<file path="config.mk">
export PLATFORM = sky130hd
export DESIGN_NAME = noc_packet_receiver_flat
export DESIGN_NICKNAME = d
export VERILOG_FILES = /design/src/rtl/noc_packet_receiver_if.sv /design/src/rtl/noc_packet_receiver.sv /design/src/flat_wrapper.sv
export SDC_FILE = /design/constraint.sdc
export NUM_CORES = 1
export LEC_CHECK = 0
export ABC_CLOCK_PERIOD_IN_PS = 3360
export CORE_MARGIN = 8
export CORE_UTILIZATION = 33
export DETAILED_ROUTE_END_ITERATION = 8
export HOLD_SLACK_MARGIN = 0.1
export PLACE_DENSITY_LB_ADDON = 0.05
export REMOVE_ABC_BUFFERS = 1
export SLEW_MARGIN = 20
export SYNTH_ARGS = -nofsm -noshare
export SYNTH_HDL_FRONTEND = slang
export SYNTH_SLANG_ARGS = --single-unit
</file>
<file path="constraint.sdc">
create_clock -name noc_clk -period 3.36 [get_ports noc_clk]
set_clock_uncertainty 0.2 [all_clocks]
set_input_delay 0.672 -clock noc_clk [delete_from_list [all_inputs] [get_ports noc_clk]]
set_output_delay 0.672 -clock noc_clk [all_outputs]
set_load 0.005 [all_outputs]
</file>
<file path="src/rtl/noc_packet_receiver_if.sv">
// Flit-in / payload-out stream bundle for the NoC receive interface.
// slave = receiver view, master = router + local consumer view.
interface noc_packet_receiver_if #(
  parameter int DATA_W = 32,
  parameter int X_W    = 4,
  parameter int Y_W    = 4
);
  logic              in_valid;
  logic              in_ready;
  logic [DATA_W-1:0] in_flit;
  logic              in_is_header;
  logic              in_is_tail;
  logic              out_valid;
  logic              out_ready;
  logic [DATA_W-1:0] out_data;
  logic              out_last;
  logic [X_W-1:0]    out_src_x;
  logic [Y_W-1:0]    out_src_y;

  modport slave (
    input  in_valid, in_flit, in_is_header, in_is_tail, out_ready,
    output in_ready, out_valid, out_data, out_last, out_src_x, out_src_y
  );

  modport master (
    output in_valid, in_flit, in_is_header, in_is_tail, out_ready,
    input  in_ready, out_valid, out_data, out_last, out_src_x, out_src_y
  );
endinterface

</file>
<file path="src/rtl/noc_packet_receiver.sv">
// NoC receive NI: checks header/tail, strips them, queues payload tagged with source ID.
// Optional NOC_RX_ERR_CNT_EN adds a saturating 16-bit error counter with clear.
module noc_packet_receiver #(
  parameter int                X_W    = 4,
  parameter int                Y_W    = 4,
  parameter logic [X_W-1:0]    X_ID   = '0,
  parameter logic [Y_W-1:0]    Y_ID   = '0,
  parameter int                DATA_W = 32,
  parameter int                LEN_W  = 8,
  parameter int                DEPTH  = 4
) (
  input  logic        noc_clk,
  input  logic        noc_rst,
  noc_packet_receiver_if.slave bus,
  output logic        pkt_done,
  output logic        pkt_err
`ifdef NOC_RX_ERR_CNT_EN
  ,
  output logic [15:0] err_cnt,
  input  logic        err_cnt_clr
`endif
);
  localparam int AW     = $clog2(DEPTH);
  localparam int SX_HI  = DATA_W - 5;
  localparam int SY_HI  = SX_HI - X_W;
  localparam int DX_HI  = SY_HI - Y_W;
  localparam int DY_HI  = DX_HI - X_W;
  localparam int LEN_HI = DY_HI - Y_W;

  typedef enum logic [1:0] {IDLE, DATA, TAIL, DROP} state_t;

  state_t           state;
  logic [LEN_W-1:0] rem;
  logic [X_W-1:0]   cur_sx;
  logic [Y_W-1:0]   cur_sy;

  // header field slices
  logic [3:0]       marker;
  logic [X_W-1:0]   f_sx, f_dx;
  logic [Y_W-1:0]   f_sy, f_dy;
  logic [LEN_W-1:0] f_len;
  assign marker = bus.in_flit[DATA_W-1 -: 4];
  assign f_sx   = bus.in_flit[SX_HI -: X_W];
  assign f_sy   = bus.in_flit[SY_HI -: Y_W];
  assign f_dx   = bus.in_flit[DX_HI -: X_W];
  assign f_dy   = bus.in_flit[DY_HI -: Y_W];
  assign f_len  = bus.in_flit[LEN_HI -: LEN_W];

  logic unused_lsbs;
  assign unused_lsbs = ^bus.in_flit[LEN_HI-LEN_W:0];

  // FIFO: extra pointer bit distinguishes full from empty
  logic [DATA_W-1:0] mem_data [DEPTH];
  logic              mem_last [DEPTH];
  logic [X_W-1:0]    mem_sx   [DEPTH];
  logic [Y_W-1:0]    mem_sy   [DEPTH];
  logic [AW:0]       wr_ptr, rd_ptr;
  logic              empty, full, push, pop, acc;

  assign empty = (wr_ptr == rd_ptr);
  assign full  = (wr_ptr[AW] != rd_ptr[AW]) && (wr_ptr[AW-1:0] == rd_ptr[AW-1:0]);

  assign bus.in_ready = (state != DATA) || !full;
  assign acc  = bus.in_valid && bus.in_ready;
  assign push = acc && (state == DATA);
  assign pop  = !empty && bus.out_ready;

  // Head is masked while empty so outputs read zero after reset.
  assign bus.out_valid = !empty;
  assign bus.out_data  = empty ? '0 : mem_data[rd_ptr[AW-1:0]];
  assign bus.out_last  = empty ? 1'b0 : mem_last[rd_ptr[AW-1:0]];
  assign bus.out_src_x = empty ? '0 : mem_sx[rd_ptr[AW-1:0]];
  assign bus.out_src_y = empty ? '0 : mem_sy[rd_ptr[AW-1:0]];

  logic hdr_ok, dst_hit, tail_ok, err_evt, done_evt;
  assign hdr_ok  = bus.in_is_header && (marker == 4'hA) && (f_len != '0);
  assign dst_hit = (f_dx == X_ID) && (f_dy == Y_ID);
  assign tail_ok = bus.in_is_tail && (marker == 4'h5);

  always_comb begin
    err_evt  = 1'b0;
    done_evt = 1'b0;
    if (acc) begin
      case (state)
        IDLE:    err_evt  = !(hdr_ok && dst_hit);
        TAIL: begin
          done_evt = tail_ok;
          err_evt  = !tail_ok;
        end
        default: ;
      endcase
    end
  end

  always_ff @(posedge noc_clk) begin
    if (noc_rst) begin
      state    <= IDLE;
      rem      <= '0;
      cur_sx   <= '0;
      cur_sy   <= '0;
      pkt_done <= 1'b0;
      pkt_err  <= 1'b0;
    end else begin
      pkt_done <= done_evt;
      pkt_err  <= err_evt;
      if (acc) begin
        case (state)
          IDLE: if (hdr_ok && dst_hit) begin
            cur_sx <= f_sx;
            cur_sy <= f_sy;
            rem    <= f_len;
            state  <= DATA;
          end else if (hdr_ok) begin
            state  <= DROP;
          end
          DATA: begin
            rem <= rem - 1'b1;
            if (rem == LEN_W'(1)) state <= TAIL;
          end
          TAIL: state <= IDLE;
          DROP: if (bus.in_is_tail) state <= IDLE;
          default: state <= IDLE;
        endcase
      end
    end
  end

  always_ff @(posedge noc_clk) begin
    if (noc_rst) begin
      wr_ptr <= '0;
      rd_ptr <= '0;
    end else begin
      if (push) wr_ptr <= wr_ptr + 1'b1;
      if (pop)  rd_ptr <= rd_ptr + 1'b1;
    end
  end

  always_ff @(posedge noc_clk) begin
    if (push) begin
      mem_data[wr_ptr[AW-1:0]] <= bus.in_flit;
      mem_last[wr_ptr[AW-1:0]] <= (rem == LEN_W'(1));
      mem_sx[wr_ptr[AW-1:0]]   <= cur_sx;
      mem_sy[wr_ptr[AW-1:0]]   <= cur_sy;
    end
  end

`ifdef NOC_RX_ERR_CNT_EN
  // Counts in step with the pkt_err register so a same-cycle clear wins.
  always_ff @(posedge noc_clk) begin
    if (noc_rst || err_cnt_clr)           err_cnt <= '0;
    else if (err_evt && err_cnt != '1)    err_cnt <= err_cnt + 1'b1;
  end
`endif
endmodule

</file>
<file path="src/flat_wrapper.sv">
// flat-port wrapper written by rule: the top's interface ports become plain ports
module noc_packet_receiver_flat 
#(
  parameter int                X_W    = 4,
  parameter int                Y_W    = 4,
  parameter logic [X_W-1:0]    X_ID   = '0,
  parameter logic [Y_W-1:0]    Y_ID   = '0,
  parameter int                DATA_W = 32,
  parameter int                LEN_W  = 8,
  parameter int                DEPTH  = 4
)
  (noc_clk, noc_rst, pkt_done, pkt_err, bus_in_valid, bus_in_flit, bus_in_is_header, bus_in_is_tail, bus_out_ready, bus_in_ready, bus_out_valid, bus_out_data, bus_out_last, bus_out_src_x, bus_out_src_y);
  noc_packet_receiver_if #(.DATA_W(DATA_W), .X_W(X_W), .Y_W(Y_W)) bus_i ();
  input  logic noc_clk;
  input  logic noc_rst;
  output logic pkt_done;
  output logic pkt_err;
  input wire logic [$bits(bus_i.in_valid)-1:0] bus_in_valid;
  input wire logic [$bits(bus_i.in_flit)-1:0] bus_in_flit;
  input wire logic [$bits(bus_i.in_is_header)-1:0] bus_in_is_header;
  input wire logic [$bits(bus_i.in_is_tail)-1:0] bus_in_is_tail;
  input wire logic [$bits(bus_i.out_ready)-1:0] bus_out_ready;
  output wire logic [$bits(bus_i.in_ready)-1:0] bus_in_ready;
  output wire logic [$bits(bus_i.out_valid)-1:0] bus_out_valid;
  output wire logic [$bits(bus_i.out_data)-1:0] bus_out_data;
  output wire logic [$bits(bus_i.out_last)-1:0] bus_out_last;
  output wire logic [$bits(bus_i.out_src_x)-1:0] bus_out_src_x;
  output wire logic [$bits(bus_i.out_src_y)-1:0] bus_out_src_y;
  assign bus_i.in_valid = bus_in_valid;
  assign bus_i.in_flit = bus_in_flit;
  assign bus_i.in_is_header = bus_in_is_header;
  assign bus_i.in_is_tail = bus_in_is_tail;
  assign bus_i.out_ready = bus_out_ready;
  assign bus_in_ready = bus_i.in_ready;
  assign bus_out_valid = bus_i.out_valid;
  assign bus_out_data = bus_i.out_data;
  assign bus_out_last = bus_i.out_last;
  assign bus_out_src_x = bus_i.out_src_x;
  assign bus_out_src_y = bus_i.out_src_y;
  noc_packet_receiver #(.X_W(X_W), .Y_W(Y_W), .X_ID(X_ID), .Y_ID(Y_ID), .DATA_W(DATA_W), .LEN_W(LEN_W), .DEPTH(DEPTH)) u_core (.noc_clk(noc_clk), .noc_rst(noc_rst), .bus(bus_i), .pkt_done(pkt_done), .pkt_err(pkt_err));
endmodule
</file>
==> report_table.html, run 1 <==
<table>
<tr><th>Metric</th><th>Value</th></tr>
<tr><th colspan="2">GRT</th></tr>
<tr><td>Antenna violations before repair</td><td>0</td></tr>
<tr><td>Global-route wire length before repair</td><td>about 27000 um</td></tr>
<tr><td>Largest net degree at the start of global routing</td><td>43</td></tr>
<tr><td>Leftover overflow at the end of global routing</td><td>0</td></tr>
<tr><td>Number of global-route vias before repair</td><td>4500</td></tr>
<tr><td>Combined global-route utilization of all metal layers</td><td>12.6%</td></tr>
<tr><th colspan="2">Floorplan</th></tr>
<tr><td>Full die area</td><td>28700 um^2</td></tr>
<tr><td>Core Box Area</td><td>approximately 23000 um^2</td></tr>
<tr><td>Starting density of the core</td><td>roughly a third</td></tr>
<tr><td>Die Y-Extent</td><td>about 170 um</td></tr>
<tr><td>I/O pins</td><td>83</td></tr>
<tr><td>Die span in x</td><td>about 170 um</td></tr>
<tr><td>Number of core rows</td><td>56</td></tr>
<tr><th colspan="2">Detailed routing</th></tr>
<tr><td>Routed Antenna Nets</td><td>0</td></tr>
<tr><td>First-pass detailed-route iteration total</td><td>4</td></tr>
<tr><td>Post-route DRC violation count</td><td>0</td></tr>
<tr><td>Routed vias/inst</td><td>just under 5</td></tr>
<tr><td>Number of DRC violations after detailed-routing iteration 0</td><td>255</td></tr>
<tr><td>Via count</td><td>4189</td></tr>
<tr><td>Wire per inst</td><td>approximately 20 um</td></tr>
<tr><td>Drt total wl</td><td>around 18000 um</td></tr>
<tr><th colspan="2">Setup path</th></tr>
<tr><td>Worst Path Class, Setup</td><td>reg2out</td></tr>
<tr><td>Kind of start point of the critical path</td><td>register</td></tr>
<tr><td>R2R setup slack</td><td>about 1.2 ns</td></tr>
<tr><td>Kind of cell adding the most delay to the critical path</td><td>buffers and inverters</td></tr>
<tr><td>Max incr delay on CP</td><td>around 0.46 ns</td></tr>
<tr><td>Worst path slowest cell</td><td>sky130_fd_sc_hd__xnor2_1</td></tr>
<tr><td>Capturing element type of the critical path</td><td>output port</td></tr>
<tr><td>Crit-path max FO</td><td>28</td></tr>
<tr><td>Data required time of the critical path</td><td>approximately 2.5 ns</td></tr>
<tr><td>Critical-path cell list</td><td>xnor2_1 &gt; nand3b_1 &gt; buf_6 &gt; and2_1 &gt; clkdlybuf4s50_1</td></tr>
<tr><td>Data arrival time of the worst path</td><td>approximately 2.3 ns</td></tr>
<tr><td>Total buffers and inverters traversed by the critical path</td><td>2</td></tr>
<tr><th colspan="2">Place</th></tr>
<tr><td>Port bufs</td><td>82</td></tr>
<tr><td>Post-detail-place hpwl</td><td>between 10000 and 15000 um</td></tr>
<tr><td>Global placement routability congestion</td><td>0.752</td></tr>
<tr><th colspan="2">Yosys</th></tr>
<tr><td>Number of enable-type register cells in the synthesized netlist</td><td>between 150 and 200</td></tr>
<tr><td>Number of distinct library cell variants in the gate-level netlist after synthesis</td><td>55</td></tr>
<tr><td>Number of cells produced by synthesis</td><td>435</td></tr>
<tr><td>Fraction of registers with async set/reset</td><td>0%</td></tr>
<tr><td>Mean area per synthesized cell</td><td>about 18 um^2</td></tr>
<tr><td>Share of synthesized area occupied by flip-flops and latches</td><td>70.7%</td></tr>
<tr><td>Number of flip-flops and latches in the synthesized netlist</td><td>between 150 and 200</td></tr>
<tr><td>Dominant cell type by area after synthesis</td><td>sky130_fd_sc_hd__edfxtp_1</td></tr>
<tr><td>Dominant register cell in the synthesized netlist</td><td>sky130_fd_sc_hd__edfxtp_1</td></tr>
<tr><td>Post-synth design cell area</td><td>7760 um^2</td></tr>
<tr><td>Most area-consuming cells after synthesis</td><td>sky130_fd_sc_hd__edfxtp_1 63%, sky130_fd_sc_hd__mux4_2 12%, sky130_fd_sc_hd__dfxtp_1 7.2%, sky130_fd_sc_hd__and2_1 3.6%, sky130_fd_sc_hd__mux2i_1 1.3%</td></tr>
<tr><td>Yosys top cell area share</td><td>a little under two thirds</td></tr>
<tr><td>Warning count from the yosys run</td><td>0</td></tr>
<tr><th colspan="2">Finish</th></tr>
<tr><td>Layout cell share with drive strength beyond 1</td><td>20.5%</td></tr>
<tr><td>Area growth from synthesis to layout</td><td>25.4%</td></tr>
<tr><td>Final-stage net count</td><td>between 500 and 600</td></tr>
<tr><td>Filler cell count</td><td>~2100</td></tr>
<tr><td>Antenna Cells</td><td>0</td></tr>
<tr><th colspan="2">STA</th></tr>
<tr><td>Setup TNS</td><td>0 ns</td></tr>
<tr><td>Number of max-slew violations in the final report</td><td>0</td></tr>
<tr><td>Post-layout min period</td><td>3.21 ns</td></tr>
<tr><td>Slew @ Worst Pin</td><td>a little over 0.5 ns</td></tr>
<tr><td>Final worst path period share</td><td>between 90% and 100%</td></tr>
<tr><td>RSZ-0062 raised after global routing</td><td>no</td></tr>
<tr><td>Final-report setup violation count</td><td>0</td></tr>
<tr><td>Peak clock frequency supported by timing</td><td>a little over 300 MHz</td></tr>
<tr><td>Final number of hold-violating endpoints</td><td>0</td></tr>
<tr><td>Max-Slew Margin vs Limit</td><td>66.1%</td></tr>
<tr><th colspan="2">Power</th></tr>
<tr><td>Leak Pwr</td><td>a little over 3 nW</td></tr>
<tr><td>Pwr/cell area</td><td>491 nW/um^2</td></tr>
<tr><td>Largest vdd supply drop</td><td>a little under 0.3 mV</td></tr>
<tr><td>Pwr Total</td><td>around 4.8 mW</td></tr>
<tr><th colspan="2">Clock tree</th></tr>
<tr><td>Buffer levels on the longest clock path</td><td>2</td></tr>
<tr><td>Number of sinks driven by the clock tree</td><td>around 190</td></tr>
<tr><td>Count of hold-fix buffers inserted at cts</td><td>0</td></tr>
<tr><td>Clock tree root buffer cell</td><td>sky130_fd_sc_hd__clkbuf_16</td></tr>
<tr><td>Clock slew at reported path FFs</td><td>around 0.07 ns</td></tr>
<tr><td>Insertion delay of the later-clocked pin in the worst-skew pair</td><td>between 0.4 and 0.5 ns</td></tr>
<tr><td>Number of buffers created by CTS</td><td>17</td></tr>
<tr><td>Depth of the CTS H-tree</td><td>4</td></tr>
<tr><td>Clock tree from TritonCTS</td><td>done</td></tr>
<tr><th colspan="2">Job</th></tr>
<tr><td>Count of maximum capacitance violations</td><td>0</td></tr>
<tr><th colspan="2">Worst hold path</th></tr>
<tr><td>Classification of the worst-slack hold path</td><td>reg2reg</td></tr>
<tr><th colspan="2">Run status</th></tr>
<tr><td>Result of the run</td><td>completed</td></tr>
</table>
==> cell families (layout without fill, tap and decap cells) <==
kind of cell	after synthesis	after routing	synth area share, %
fa+ha+maj	7	7	1.13
buf+inv	28	139	1.53
mux	51	51	13.2
compound gates	40	40	4.05
flops	192	192	70.7
simple gates	110	110	8.63
xor+xnor	7	7	0.790
==> report_power, final <==
part	leakage, nW	total, mW	switching, mW	internal (mW)
clock network	0.270	2.00	0.896	1.10
registers	1.67	2.58	0.00548	2.58
logic	1.15	0.190	0.0935	0.0968
total	3.09	4.78	0.995	3.78
==> per-stage QoR <==
stage          hold WS (ns)  instance area [um^2]  worst slack [ns]  util, %  cells
4_1_cts               0.291                  9680            0.0136     41.6    860
6_report              0.287                  9730             0.154     41.8    865
3_5_place_dp          0.281                  9090             0.365     39.1    829
5_1_grt               0.325                  9730            0.0432     41.8    865
3_3_place_gp          0.271                  9090             0.400     39.1    829
2_1_floorplan         0.252                  7670            -0.127        -    414
==> synthesized netlist by cell type (3+ instances only) <==
library cell	n
sky130_fd_sc_hd__edfxtp_1	164
sky130_fd_sc_hd__o21ai_0	3
sky130_fd_sc_hd__nand4_1	3
sky130_fd_sc_hd__mux2i_1	10
sky130_fd_sc_hd__and2_1	45
sky130_fd_sc_hd__mux4_2	41
sky130_fd_sc_hd__xor2_1	3
sky130_fd_sc_hd__nor2_1	26
sky130_fd_sc_hd__xnor2_1	4
sky130_fd_sc_hd__o31ai_1	6
sky130_fd_sc_hd__ha_1	7
sky130_fd_sc_hd__dfxtp_1	28
sky130_fd_sc_hd__a21oi_1	11
sky130_fd_sc_hd__clkbuf_1	11
sky130_fd_sc_hd__inv_1	6
sky130_fd_sc_hd__o311ai_1	4
sky130_fd_sc_hd__buf_2	7
sky130_fd_sc_hd__nand2_1	12
==> metal layers <==
layer  part of all wire, %  vias up  track usage [%]
met2                    48       91             20.0
met3                   5.2       17             3.28
li1                      -     1917                -
met1                    46     2164             16.6
met4                   1.6        0             4.31
met5                     0        -                0
==> layout make-up <==
class,instances,area [um^2],share of cell area [%]
clock buffers,17,425,4.37
clock inverters,14,158,1.62
inverters,7,26.3,0.270
multi-input cells,215,2180,22.4
flip-flops and latches,192,5490,56.4
well taps,319,399,4.10
repair buffers,101,1050,10.8
==> final timing paths <==
path               startpoint                  end  cells past startpoint
min reg2reg     u_core.rem[3]        u_core.rem[3]                      2
min             u_core.rem[3]        u_core.rem[3]                      2
max reg2reg   u_core.state[1]  u_core.mem_sy[1][3]                      4
max          u_core.wr_ptr[1]         bus_out_last                      5
==> registers in the layout, indices dropped and copies added (netlist names), named ones only <==
name,count
u_core.pkt_done,1
u_core.mem_last,4
u_core.mem_sy,16
u_core.state,2
u_core.wr_ptr,3
u_core.mem_sx,16
u_core.pkt_err,1
u_core.rd_ptr,3
u_core.cur_sx,4
u_core.rem,8
u_core.cur_sy,4
u_core.mem_data,128
==> placed cells by master (no fill, tap or decap), types with 2 or more instances in the layout <==
cell	instances
sky130_fd_sc_hd__nor3_1	2
sky130_fd_sc_hd__buf_12	7
sky130_fd_sc_hd__mux2i_1	10
sky130_fd_sc_hd__clkdlybuf4s50_1	82
sky130_fd_sc_hd__clkinv_4	2
sky130_fd_sc_hd__inv_1	6
sky130_fd_sc_hd__nor4b_1	2
sky130_fd_sc_hd__nand2_1	12
sky130_fd_sc_hd__nor2_1	26
sky130_fd_sc_hd__bufinv_16	2
sky130_fd_sc_hd__nand3b_1	2
sky130_fd_sc_hd__and2_2	4
sky130_fd_sc_hd__inv_6	3
sky130_fd_sc_hd__mux4_2	41
sky130_fd_sc_hd__nor4_4	2
sky130_fd_sc_hd__clkinvlp_4	5
sky130_fd_sc_hd__xnor2_1	3
sky130_fd_sc_hd__nor3b_1	2
sky130_fd_sc_hd__nand3_1	2
sky130_fd_sc_hd__o31ai_1	6
sky130_fd_sc_hd__nand4_1	3
sky130_fd_sc_hd__buf_4	11
sky130_fd_sc_hd__clkbuf_16	17
sky130_fd_sc_hd__and2_1	41
sky130_fd_sc_hd__o21ai_0	3
sky130_fd_sc_hd__ha_1	7
sky130_fd_sc_hd__dfxtp_1	26
sky130_fd_sc_hd__xor2_1	2
sky130_fd_sc_hd__a211oi_2	2
sky130_fd_sc_hd__edfxtp_1	164
sky130_fd_sc_hd__a21oi_1	11
sky130_fd_sc_hd__o311ai_1	4
==> timing repair <==
item | CTS | global route
setup endpoints to repair | 28 | 28
pin swaps | 0 | 0
buffers inserted | 0 | 5
resized for setup | 1 | 2
gates cloned | 0 | 0
==> worst register-to-register path, stage by stage (launching register included) <==
cell and delay, ns:
sky130_fd_sc_hd__dfxtp_1 0.42, sky130_fd_sc_hd__nand2b_1 0.23, sky130_fd_sc_hd__a311oi_2 0.44, sky130_fd_sc_hd__and2_2 0.25
sky130_fd_sc_hd__buf_12 0.29
(Power assumes the default switching activity.)
==> inputs of run 2 (changes only) <==
--- a/config.mk
+++ b/config.mk
@@ -7,7 +7,7 @@
 export LEC_CHECK = 0
 export ABC_CLOCK_PERIOD_IN_PS = 3360
 export CORE_MARGIN = 8
-export CORE_UTILIZATION = 33
+export CORE_UTILIZATION = 40
 export DETAILED_ROUTE_END_ITERATION = 8
 export HOLD_SLACK_MARGIN = 0.1
 export PLACE_DENSITY_LB_ADDON = 0.05
==> report_table.html, run 2 (synthesis results as in run 1) <==
<table>
<tr><th>Metric</th><th>Value</th></tr>
<tr><th colspan="2">Setup path</th></tr>
<tr><td>Crit-path max FO</td><td>37</td></tr>
<tr><td>Worst path slowest cell</td><td>sky130_fd_sc_hd__xnor2_1</td></tr>
<tr><td>Critical-path cell list</td><td>xnor2_1 &gt; nand3b_1 &gt; buf_12 &gt; and2_1 &gt; clkdlybuf4s50_1</td></tr>
<tr><td>Data required time of the critical path</td><td>about 2.5 ns</td></tr>
<tr><td>Kind of start point of the critical path</td><td>register</td></tr>
<tr><td>Reg2Reg Depth</td><td>4</td></tr>
<tr><td>Data arrival time of the worst path</td><td>2.36 ns</td></tr>
<tr><td>Launch point of the worst reg-to-reg path</td><td>u_core.wr_ptr[0]</td></tr>
<tr><td>Max incr delay on CP</td><td>0.46 ns</td></tr>
<tr><td>FF-to-FF End</td><td>u_core.mem_data[2][10]</td></tr>
<tr><td>R2R setup slack</td><td>1.04 ns</td></tr>
<tr><td>Worst Path Class, Setup</td><td>reg2out</td></tr>
<tr><td>Kind of cell adding the most delay to the critical path</td><td>buffers and inverters</td></tr>
<tr><td>Total buffers and inverters traversed by the critical path</td><td>2</td></tr>
<tr><td>Capturing element type of the critical path</td><td>output port</td></tr>
<tr><th colspan="2">Place</th></tr>
<tr><td>Number of instances in the placed design</td><td>776</td></tr>
<tr><td>Global placement routability congestion</td><td>0.755</td></tr>
<tr><td>Port bufs</td><td>82</td></tr>
<tr><td>Placed inst area</td><td>9020 um^2</td></tr>
<tr><td>Post-detail-place hpwl</td><td>10200 um</td></tr>
<tr><th colspan="2">Worst hold path</th></tr>
<tr><td>WHS Path Cells</td><td>2</td></tr>
<tr><td>Hold path start</td><td>u_core.rem[3]</td></tr>
<tr><td>Hold endpoint</td><td>u_core.rem[3]</td></tr>
<tr><td>Classification of the worst-slack hold path</td><td>reg2reg</td></tr>
<tr><th colspan="2">STA</th></tr>
<tr><td>Slew @ Worst Pin</td><td>about 0.52 ns</td></tr>
<tr><td>Number of max-slew violations in the final report</td><td>0</td></tr>
<tr><td>Peak clock frequency supported by timing</td><td>between 300 and 400 MHz</td></tr>
<tr><td>Setup TNS</td><td>0 ns</td></tr>
<tr><td>Final number of hold-violating endpoints</td><td>0</td></tr>
<tr><td>Max-Slew Margin vs Limit</td><td>64.9%</td></tr>
<tr><td>Final-report setup violation count</td><td>0</td></tr>
<tr><td>Worst hold-check slack</td><td>~0.29 ns</td></tr>
<tr><td>Final worst path period share</td><td>a little over nine tenths</td></tr>
<tr><td>Post-layout min period</td><td>3.23 ns</td></tr>
<tr><td>RSZ-0062 raised after global routing</td><td>no</td></tr>
<tr><th colspan="2">Detailed routing</th></tr>
<tr><td>Routed vias/inst</td><td>roughly 5.1</td></tr>
<tr><td>Number of DRC violations after detailed-routing iteration 0</td><td>225</td></tr>
<tr><td>Routed Antenna Nets</td><td>0</td></tr>
<tr><td>Via count</td><td>between 4000 and 5000</td></tr>
<tr><td>Drt total wl</td><td>16600 um</td></tr>
<tr><td>First-pass detailed-route iteration total</td><td>4</td></tr>
<tr><td>Post-route DRC violation count</td><td>0</td></tr>
<tr><td>Wire per inst</td><td>20.5 um</td></tr>
<tr><th colspan="2">Finish</th></tr>
<tr><td>Number of flip-flops in the largest register</td><td>between 100 and 150</td></tr>
<tr><td>Final instance area</td><td>approximately 9600 um^2</td></tr>
<tr><td>Filler cell count</td><td>roughly 1700</td></tr>
<tr><td>Area growth from synthesis to layout</td><td>23.6%</td></tr>
<tr><td>Antenna Cells</td><td>0</td></tr>
<tr><td>Most frequent cells in the layout</td><td>164 x sky130_fd_sc_hd__edfxtp_1, 82 x sky130_fd_sc_hd__clkdlybuf4s50_1, 41 x sky130_fd_sc_hd__mux4_2, 41 x sky130_fd_sc_hd__and2_1</td></tr>
<tr><td>Utilization after layout</td><td>approximately 50%</td></tr>
<tr><td>Most common library cell in the layout ignoring fill and taps</td><td>sky130_fd_sc_hd__edfxtp_1</td></tr>
<tr><td>Layout cell share with drive strength beyond 1</td><td>roughly a fifth</td></tr>
<tr><td>Footprint of the multi-input gates</td><td>~2200 um^2</td></tr>
<tr><td>Final std cells w/o fill</td><td>slightly above 800</td></tr>
<tr><td>Sequential cell area</td><td>~5500 um^2</td></tr>
<tr><td>Final-stage net count</td><td>around 580</td></tr>
<tr><th colspan="2">GRT</th></tr>
<tr><td>Number of global-route vias before repair</td><td>roughly 4500</td></tr>
<tr><td>Combined global-route utilization of all metal layers</td><td>about 14%</td></tr>
<tr><td>Antenna violations before repair</td><td>0</td></tr>
<tr><td>Largest net degree at the start of global routing</td><td>between 40 and 50</td></tr>
<tr><td>Leftover overflow at the end of global routing</td><td>0</td></tr>
<tr><td>Global-route wire length before repair</td><td>about 26000 um</td></tr>
<tr><th colspan="2">Run status</th></tr>
<tr><td>Result of the run</td><td>completed</td></tr>
<tr><th colspan="2">Floorplan</th></tr>
<tr><td>Die span in x</td><td>155 um</td></tr>
<tr><td>Die Y-Extent</td><td>~160 um</td></tr>
<tr><td>I/O pins</td><td>between 80 and 90</td></tr>
<tr><td>Starting density of the core</td><td>40.3%</td></tr>
<tr><td>Full die area</td><td>24100 um^2</td></tr>
<tr><td>Core Box Area</td><td>approximately 19000 um^2</td></tr>
<tr><td>Number of core rows</td><td>51</td></tr>
<tr><th colspan="2">Power</th></tr>
<tr><td>Combinational Power Share</td><td>under 10%</td></tr>
<tr><td>Largest vdd supply drop</td><td>approximately 0.38 mV</td></tr>
<tr><td>Internal power</td><td>about 3.8 mW</td></tr>
<tr><td>Pwr/cell area</td><td>between 400 and 500 nW/um^2</td></tr>
<tr><td>Leak Pwr</td><td>3.07 nW</td></tr>
<tr><td>Power dissipated by switching net loads</td><td>roughly 0.94 mW</td></tr>
<tr><td>Switching Share</td><td>between 10% and 20%</td></tr>
<tr><td>Reg power frac</td><td>between 50% and 60%</td></tr>
<tr><td>Clock Power Share</td><td>between 40% and 50%</td></tr>
<tr><th colspan="2">Clock tree</th></tr>
<tr><td>Number of sinks driven by the clock tree</td><td>between 150 and 200</td></tr>
<tr><td>Depth of the CTS H-tree</td><td>4</td></tr>
<tr><td>Buffer levels on the longest clock path</td><td>2</td></tr>
<tr><td>Count of hold-fix buffers inserted at cts</td><td>0</td></tr>
<tr><td>Clock slew at reported path FFs</td><td>0.07 ns</td></tr>
<tr><td>Clock tree from TritonCTS</td><td>done</td></tr>
<tr><td>Post-CTS setup buffer count</td><td>0</td></tr>
<tr><td>Clock tree root buffer cell</td><td>sky130_fd_sc_hd__clkbuf_16</td></tr>
<tr><td>Number of buffers created by CTS</td><td>17</td></tr>
<tr><td>Number of instances resized during post-cts repair</td><td>0</td></tr>
<tr><td>Insertion delay of the later-clocked pin in the worst-skew pair</td><td>0.42 ns</td></tr>
<tr><th colspan="2">Job</th></tr>
<tr><td>Count of maximum capacitance violations</td><td>0</td></tr>
</table>
-- run 2: worst max-delay path by stage --
stage / to / slack [ns] / start / cells past startpoint
floorplan: bus_out_data[0] / -0.13 / register / 2
global route: bus_out_data[11] / 0.002 / u_core.wr_ptr[0] / 5
global placement: u_core.mem_data[2][1] / 0.37 / bus_in_valid / 5
CTS: bus_out_data[7] / 0.05 / u_core.wr_ptr[2] / 5
detailed placement: u_core.cur_sy[1] / 0.35 / bus_in_flit[16] / 6
finish: bus_out_data[11] / 0.13 / u_core.wr_ptr[0] / 5
-- run 2: area by class of cell --
class / instances / share of cell area [%]
multi-input combinational: 215 / 22.6
clock inverter: 15 / 1.47
inverter: 7 / 0.274
tap: 265 / 3.46
timing repair buffer: 97 / 10.5
sequential: 192 / 57.2
clock buffer: 17 / 4.44
-- run 2: metrics by stage --
step / setup WS [ns] / power (mW)
finish: 0.126 / 4.70
global route: 0.00172 / 4.86
CTS: 0.0542 / 4.76
detailed placement: 0.346 / 2.83
global placement: 0.369 / 2.82
floorplan: -0.127 / 2.70
-- run 2: per-layer routing --
metal	GRT usage (%)	part of all wire, %	vias to the layer above
li1	-	-	1907
met1	17.8	43	2150
met2	24.6	51	87
met3	2.83	4.3	11
met4	4.99	1.1	0
met5	0	0	-
-- run 2: power by group through the flow --
stage | registers (mW) | clock network, mW | logic, mW
after global routing | 2.58 | 2.08 | 0.200
after global placement | 2.64 | 0 | 0.186
final | 2.58 | 1.93 | 0.185
after floorplan | 2.64 | 0 | 0.0605
after detailed placement | 2.64 | 0 | 0.188
after CTS | 2.58 | 1.98 | 0.189
-- run 2: worst reg2reg max path, delay by kind of cell, from the launching register on --
| family | cells | cell delay [ns] |
|---|---|---|
| AO/OA/AOI/OAI | 1 | 0.48 |
| flip-flops | 1 | 0.44 |
| buffers and inverters | 1 | 0.38 |
| AND/OR/NAND/NOR | 1 | 0.23 |
| XOR/XNOR | 1 | 0.22 |
==> inputs of run 3 (changes only) <==
--- a/config.mk
+++ b/config.mk
@@ -6,6 +6,7 @@
 export NUM_CORES = 1
 export LEC_CHECK = 0
 export ABC_CLOCK_PERIOD_IN_PS = 3360
+export CAP_MARGIN = 5
 export CORE_MARGIN = 8
 export CORE_UTILIZATION = 40
 export DETAILED_ROUTE_END_ITERATION = 8
==> results of run 3 <==
Same layout as run 2: the final DEF is identical, and so are final timing and power.
